`src/rtl/instr_fetch_unit.sv`:
```
// Byte-wide instruction fetch: two byte reads per 16-bit big-endian instruction,
// queued in a small FIFO. Define IFU_PREFETCH_EN for 2-deep prefetch; default is 1-deep demand fetch.
//   state | meaning
//   IDLE  | no read outstanding, waiting for the start condition
//   RD_HI | strobe read of the high byte at pc
//   WT_HI | wait for the high byte
//   RD_LO | strobe read of the low byte at pc+1
//   WT_LO | wait for the low byte, then push
//   DRAIN | discard the response of a read cancelled by redirect
module instr_fetch_unit (
  input  logic        clk,
  input  logic        rst,
  output logic        mem_rd,
  output logic [15:0] mem_addr,
  input  logic [7:0]  mem_rdata,
  input  logic        mem_rvalid,
  input  logic        fetch_req,
  input  logic        redirect,
  input  logic [15:0] redirect_pc,
  output logic [15:0] instr,
  output logic [15:0] instr_pc,
  output logic        instr_valid,
  output logic [1:0]  fifo_count
);

  typedef enum logic [2:0] {IDLE, RD_HI, WT_HI, RD_LO, WT_LO, DRAIN} state_t;

  state_t      state_q, state_d;
  logic [15:0] pc_q, pc_d;
  logic [7:0]  hi_q, hi_d;
  logic [15:0] ent0_instr_q, ent0_instr_d, ent0_pc_q, ent0_pc_d;
  logic [15:0] ent1_instr_q, ent1_instr_d, ent1_pc_q, ent1_pc_d;
  logic [1:0]  count_q, count_d;
  logic        start, push, pop;
  logic [15:0] new_instr;

  always_comb begin
`ifdef IFU_PREFETCH_EN
    start = (count_q < 2'd2);
`else
    start = (count_q == 2'd0) && fetch_req;
`endif
  end

  always_comb begin
    state_d      = state_q;
    pc_d         = pc_q;
    hi_d         = hi_q;
    ent0_instr_d = ent0_instr_q;
    ent0_pc_d    = ent0_pc_q;
    ent1_instr_d = ent1_instr_q;
    ent1_pc_d    = ent1_pc_q;
    count_d      = count_q;
    push         = 1'b0;
    pop          = (count_q != 2'd0) && fetch_req && !redirect;
    new_instr    = {hi_q, mem_rdata};

    case (state_q)
      IDLE:  if (start) state_d = RD_HI;
      RD_HI: state_d = WT_HI;
      WT_HI: if (mem_rvalid) begin
        hi_d    = mem_rdata;
        state_d = RD_LO;
      end
      RD_LO: state_d = WT_LO;
      WT_LO: if (mem_rvalid) begin
        push    = !redirect;
        state_d = IDLE;
        pc_d    = pc_q + 16'd2;
      end
      DRAIN: if (mem_rvalid) state_d = IDLE;
      default: state_d = IDLE;
    endcase

    if (push && pop) begin
      if (count_q == 2'd2) begin
        ent0_instr_d = ent1_instr_q;
        ent0_pc_d    = ent1_pc_q;
        ent1_instr_d = new_instr;
        ent1_pc_d    = pc_q;
      end else begin
        ent0_instr_d = new_instr;
        ent0_pc_d    = pc_q;
      end
    end else if (pop) begin
      ent0_instr_d = ent1_instr_q;
      ent0_pc_d    = ent1_pc_q;
      count_d      = count_q - 2'd1;
    end else if (push) begin
      if (count_q == 2'd0) begin
        ent0_instr_d = new_instr;
        ent0_pc_d    = pc_q;
      end else begin
        ent1_instr_d = new_instr;
        ent1_pc_d    = pc_q;
      end
      count_d = count_q + 2'd1;
    end

    // A read still owed by memory must be drained; a response arriving now closes it.
    if (redirect) begin
      pc_d    = {redirect_pc[15:1], 1'b0};
      count_d = 2'd0;
      case (state_q)
        RD_HI, RD_LO:        state_d = DRAIN;
        WT_HI, WT_LO, DRAIN: state_d = mem_rvalid ? IDLE : DRAIN;
        default:             state_d = IDLE;
      endcase
    end
  end

  always_ff @(posedge clk) begin
    if (rst) begin
      state_q      <= IDLE;
      pc_q         <= 16'h0000;
      hi_q         <= 8'h00;
      ent0_instr_q <= 16'h0000;
      ent0_pc_q    <= 16'h0000;
      ent1_instr_q <= 16'h0000;
      ent1_pc_q    <= 16'h0000;
      count_q      <= 2'd0;
    end else begin
      state_q      <= state_d;
      pc_q         <= pc_d;
      hi_q         <= hi_d;
      ent0_instr_q <= ent0_instr_d;
      ent0_pc_q    <= ent0_pc_d;
      ent1_instr_q <= ent1_instr_d;
      ent1_pc_q    <= ent1_pc_d;
      count_q      <= count_d;
    end
  end

  assign mem_rd      = (state_q == RD_HI) || (state_q == RD_LO);
  assign mem_addr    = (state_q == RD_LO) ? pc_q + 16'd1 : pc_q;
  assign instr       = ent0_instr_q;
  assign instr_pc    = ent0_pc_q;
  assign instr_valid = (count_q != 2'd0);
  assign fifo_count  = count_q;

endmodule

```
`config.mk`:
```
export PLATFORM = sky130hd
export DESIGN_NAME = instr_fetch_unit
export DESIGN_NICKNAME = d
export VERILOG_FILES = /design/src/rtl/instr_fetch_unit.sv
export SDC_FILE = /design/constraint.sdc
export NUM_CORES = 1
export LEC_CHECK = 0
export ABC_AREA = 0
export BUFFER_PORTS_ARGS = -buffer_cell sky130_fd_sc_hd__buf_2
export CORE_MARGIN = 5
export CORE_UTILIZATION = 36
export CTS_CLUSTER_SIZE = 20
export DETAILED_ROUTE_END_ITERATION = 12
export PLACE_DENSITY = 0.61
export SLEW_MARGIN = 20
export SYNTH_ARGS = -nofsm -noshare
export SYNTH_HDL_FRONTEND = slang
export SYNTH_SLANG_ARGS = --single-unit
```
`constraint.sdc`:
```
create_clock -name clk -period 5.75 [get_ports clk]
set_input_delay 1.15 -clock clk [delete_from_list [all_inputs] [get_ports clk]]
set_output_delay 1.15 -clock clk [all_outputs]
set_load 0.03 [all_outputs]
```
# Yosys cells after proc, flatten, opt, wreduce, memory -nomap -nowiden
# Index checks and enable logic that the tools add are counted.
[word_totals] out_inout_bits=52 register_bits=93 word_cells=87
[classes] n_mux=35 n_eq_ne=12 n_addsub=4 n_reduce_logical=26 bitwise=1
[ops] cell="$mux W16" count=24
[ops] cell="$add A16 B1 Y16 const B" count=1
[ops] cell="$add A16 B2 Y16 const B" count=1
[ops] cell="$mux W3" count=5
[ops] cell="$pmux W3 S5" count=1
[ops] cell="$reduce_and A2 Y1" count=5
[ops] cell="$reduce_bool A2 Y1" count=5
[ops] cell="$eq A3 B2 Y1 const B" count=2
[ops] cell="$eq A3 B3 Y1 const B" count=2
[ops] cell="$ne A2 B1 Y1 const B" count=3
[ops] cell="$ne A3 B3 Y1 const B" count=2
[ops] cell="$pmux W3 S2" count=1
[ops] cell="$reduce_bool A3 Y1" count=2
[ops] cell="$reduce_or A2 Y1" count=3
[ops] cell="$logic_and A1 B1 Y1" count=4
[ops] cell="$mux W2" count=2
[ops] cell="$reduce_and A4 Y1" count=1
[ops] cell="$eq A3 B1 Y1 const B" count=1
[ops] cell="$logic_not A3 Y1" count=1
[ops] cell="$ne A3 B1 Y1 const B" count=1
[ops] cell="$reduce_and A3 Y1" count=1
[ops] cell="$reduce_or A3 Y1" count=1
[ops] cell="$add A2 B1 Y2 const B" count=1
[ops] cell="$eq A2 B2 Y1 const B" count=1
[ops] cell="6 further kinds" count=7

# Logic depth before layout (Yosys ltp)
[depth] word_depth=6 mapped_depth=10

# Worst setup path before layout
# No wires, ideal clock.
[synth_path] kind="input-to-reg" startpoint="input redirect" endpoint="register ent0_pc_q[15], in the netlist instr_pc[15]" path_buffers=2 arrival_time_ps=2714 stages=8 path_slack_ps=2951 path_cell_list="buf_2 > nor3_1 > inv_1 > ha_1 > a21oi_1 > clkbuf_1 > nor2_1 > a211oi_1"
[synth_via] elab_chain_cells=6 word_cells_on_any_way=10 classes_between="mux (4); reduce/logical (6)"
[synth_rtl] element="start: declaration" line_no="18" text="input logic redirect,"
[synth_rtl] element="$logic_not A1 Y1 *" line_no="55, 67"
[synth_rtl] element="$mux W1" line_no="66" text="WT_LO: if (mem_rvalid) begin"
[synth_rtl] element="$mux W1" line_no="58" text="case (state_q)"
[synth_rtl] element="$logic_and A1 B1 Y1" line_no="75" text="if (push && pop) begin"
[synth_rtl] element="$reduce_bool A3 Y1 (no line)"
[synth_rtl] element="$reduce_and A2 Y1 (no line)"
[synth_rtl] element="end signal: assignment" line_no="127" text="ent0_pc_q <= ent0_pc_d;"
[synth_rtl] element="end: declaration" line_no="31" text="logic [15:0] ent0_instr_q, ent0_instr_d, ent0_pc_q, ent0_pc_d;"
# Mark *: on every way between the ends. The rest lies on a longest branch, timed or not.
# A chain may end at the register's enable or synchronous reset.

# Worst setup path after layout
[layout_path] startpoint="input redirect" endpoint="register ent0_pc_q[10], in the netlist instr_pc[10]"
# Same word-level chain as after synthesis.

==> summary.md <==
| Metric | Value |
|---|---|
| Max Root-Sink Buffers | `2` |
| Core Area | `11,500 um2` |
| H-tree depth | `3` |
| CTS Sinks | `90` |
| Max-slew headroom at the worst pin | `26.6%` |
| Vias in the first global route | `3,196` |
| Die span in x | `119 um` |
| Syn avg cell area | `9.30 um2` |
| Critical path's largest stage delay | `0.76 ns` |
| TNS Setup | `0 ns` |
| 1st-pass router iterations | `4` |
| CP max FO | `39` |
| Seq cells post-synth | `90` |
| Buf+Inv Stages, Crit Path | `3` |
| Setup crit start kind | `input pin` |
| DR vias | `3,301` |
| Clk slew on worst S/H paths | `0.06 ns` |
| HP Class | `reg -> reg` |
| Finished Layout Cells | `661` |
| Post-Syn Area | `4260 um2` |
| Final Max Tran Viols | `0` |
| Final setup violation count | `0` |
| Max Cap Viol | `0` |
| Post-cts sizing count | `0` |
| Placer Congestion | `0.794` |
| P_leak | `2.02 nW` |
| Max Clk Rate | `0.303 GHz` |
| Postcts setup bufs | `0` |
| Final ANT Viol Nets | `0` |
| P&R area growth vs syn | `17.2%` |
| Initial antenna violation count | `0` |
| Final net count | `547` |
| First-pass GRT wire length | `16,000 um` |
| Cts hold-fix bufs | `0` |
| CP Class | `in -> reg` |
| Slew at the pin closest to its max-slew limit | `1.10 ns` |
| Crit. End Element | `flop` |
| Post-synth cell types | `44` |
| Clk_lat worst skew | `0.34 ns` |
| CTS root buffer | `clkbuf_16` |
| Fraction of layout cells with a size suffix above 1 | `19.3%` |
| Critical path, cell by cell | `buf_2 -> nor3_1 -> inv_1 -> ha_1 -> a21oi_4 -> buf_4 -> nor2_1 -> a211oi_1` |
| Outcome | `finished, final reports clean` |
| Share of flip-flops with an asynchronous set or reset | `0%` |
| Crit path DAT | `3.53 ns` |
| Synthesized instance count | `458` |
| Aggregate global routing overflow | `0` |
| Row count | `39` |
| Hold Crit Start | `ent1_instr_q[1]` |
| Initial drt markers | `131` |
| CTS tree | `yes` |
| Die area | `14,100 um2` |
| Vias/cell | `4.99` |
| Max IR drop VDD | `120 uV` |
| Worst Setup SP | `redirect` |
| RSZ-0062 raised after global routing | `no` |
| Routed Wire Length | `9730 um` |
| Largest net degree at the start of global routing | `123` |
| Buffers on Ports | `78` |
| Overall Global Routing Usage | `13.8%` |
| Post-Place Cells | `646` |
| Final hold violations | `0` |
| Post-DP HPWL | `6350 um` |
| Net count of the mapped netlist | `491` |
| Top_reg_cell synth | `dfxtp_1` |
| Io pins | `81` |
| Die Ht | `119 um` |
| Slowest library cell on the worst path | `a21oi_4` |
| Initial Utilization | `37.0%` |
| Pwr per Cell Area | `276 nW/um2` |
| Skew final | `0.00716 ns` |
| Ys Warns | `0` |
| Sequential element share of the synthesized area | `42.3%` |
| CP required | `5.99 ns` |
| Num CTS Buffers | `9` |
| Final min period | `3.30 ns` |
| Top delay family on crit path | `compound AO/OA/AOI/OAI gates` |
| FF-to-FF Start | `state_q[2]` |
| Post-synth EDFFs | `0` |
| Final Total Pwr | `1.38 mW` |
| Antenna diodes | `0` |
| Wire per inst | `14.7 um` |
| Final period util | `57.3%` |
| DRC violation count after routing | `0` |
[final timing paths]
kind	endpoint	slack (ns)	cells after the start
worst max-delay path	instr_pc[10]	2.45	8
worst min-delay path	ent1_instr_q[1]	0.47	2
worst max register to register	instr_pc[10]	2.84	8
worst min register to register	ent1_instr_q[1]	0.47	2
[worst register-to-register path: stages, from the launching register on]
cell      delay, ns
dfxtp_1        0.56
nand3b_1       0.14
nor3_1         0.28
inv_1          0.11
ha_1           0.23
a21oi_4        0.76
buf_4          0.43
nor2_1         0.08
a211oi_1       0.22
[metrics by stage]
step	util (%)	setup WS (ns)	hold WS [ns]	area (um2)
after global placement	40.9	2.14	0.457	4710
after global routing	43.4	2.16	0.498	4990
final	43.4	2.45	0.471	4990
after CTS	43.4	2.40	0.475	4990
after detailed placement	40.9	2.04	0.461	4710
after floorplan	-	2.95	0.448	4260
[per-layer routing]
layer | vias up | wire [um] | global-route usage, %
li1 | 1709 | - | -
met1 | 1525 | 4700 | 18.3
met2 | 54 | 4430 | 21.5
met3 | 13 | 394 | 2.87
met4 | 0 | 207 | 6.66
met5 | - | 0 | 0
[kinds of logic (layout without fill, tap and decap cells)]
logic type | count (synthesis) | count (layout) | share of synthesized area (%)
compound gates | 64 | 64 | 10.8
xor+xnor | 15 | 15 | 3.08
fa+ha+maj | 4 | 4 | 1.18
buf+inv | 42 | 102 | 4.20
flops | 90 | 90 | 42.3
mux | 70 | 70 | 16.5
other cells | 1 | 1 | 0.0880
simple gates | 172 | 172 | 21.9
[state kept, by name, summed over array words and instances (netlist names)]
name / flops
ent1_instr_q: 16
instr: 16
ent1_pc_q: 15
instr_pc: 15
pc_q: 15
hi_q: 8
state_q: 3
fifo_count: 2
[layout make-up]
type / count / area, um2
Clock buffer: 12 / 246
Clock inverter: 3 / 40.0
Fill cell: 1137 / 6520
Inverter: 7 / 26.3
Multi-Input combinational cell: 326 / 2290
Sequential cell: 90 / 1800
Tap cell: 143 / 179
Timing Repair Buffer: 80 / 408
[synthesized netlist by cell type (all sizes together), types with 2 or more instances]
library cell / number / area (um2)
dfxtp: 90 / 1800
mux2i: 70 / 701
nand2b: 60 / 375
nor2: 52 / 195
a211oi: 39 / 293
clkbuf: 25 / 93.8
nand2: 16 / 60.1
xnor2: 11 / 96.3
buf: 10 / 58.8
nor3: 9 / 50.1
inv: 7 / 26.3
a21oi: 6 / 30.0
nand4: 6 / 43.8
nor4: 6 / 37.5
ha: 4 / 50.1
o21ai: 4 / 20.0
or2b: 4 / 30.0
xor2: 4 / 35.0
a311oi: 3 / 26.3
and2: 3 / 18.8
nand3: 3 / 20.0
nor2b: 3 / 18.8
o22ai: 3 / 18.8
a31oi: 2 / 12.5
nand3b: 2 / 15.0
nor3b: 2 / 15.0
or4: 2 / 15.0
[power breakdown]
group	internal, mW	total (mW)	switching, mW
sequential	0.640	0.664	0.0246
clock	0.345	0.576	0.231
combinational	0.0531	0.136	0.0828
[layout by cell type (no fill, tap or decap), types with 3 or more instances in the layout]
master / netlist / layout
dfxtp_1: 90 / 90
buf_2: 5 / 77
mux2i_1: 70 / 70
nand2b_1: 60 / 60
nor2_1: 52 / 52
a211oi_1: 39 / 39
nand2_1: 16 / 16
xnor2_1: 11 / 11
clkbuf_16: 0 / 9
nor3_1: 8 / 8
inv_1: 7 / 7
nor4_1: 6 / 6
a21oi_1: 6 / 5
nand4_1: 5 / 5
or2b_1: 4 / 4
xor2_1: 4 / 4
o21ai_0: 4 / 4
ha_1: 4 / 4
nor2b_1: 3 / 3
and2_1: 3 / 3
a311oi_1: 3 / 3
o22ai_1: 3 / 3
buf_4: 4 / 3
(Power assumes the default switching activity.)
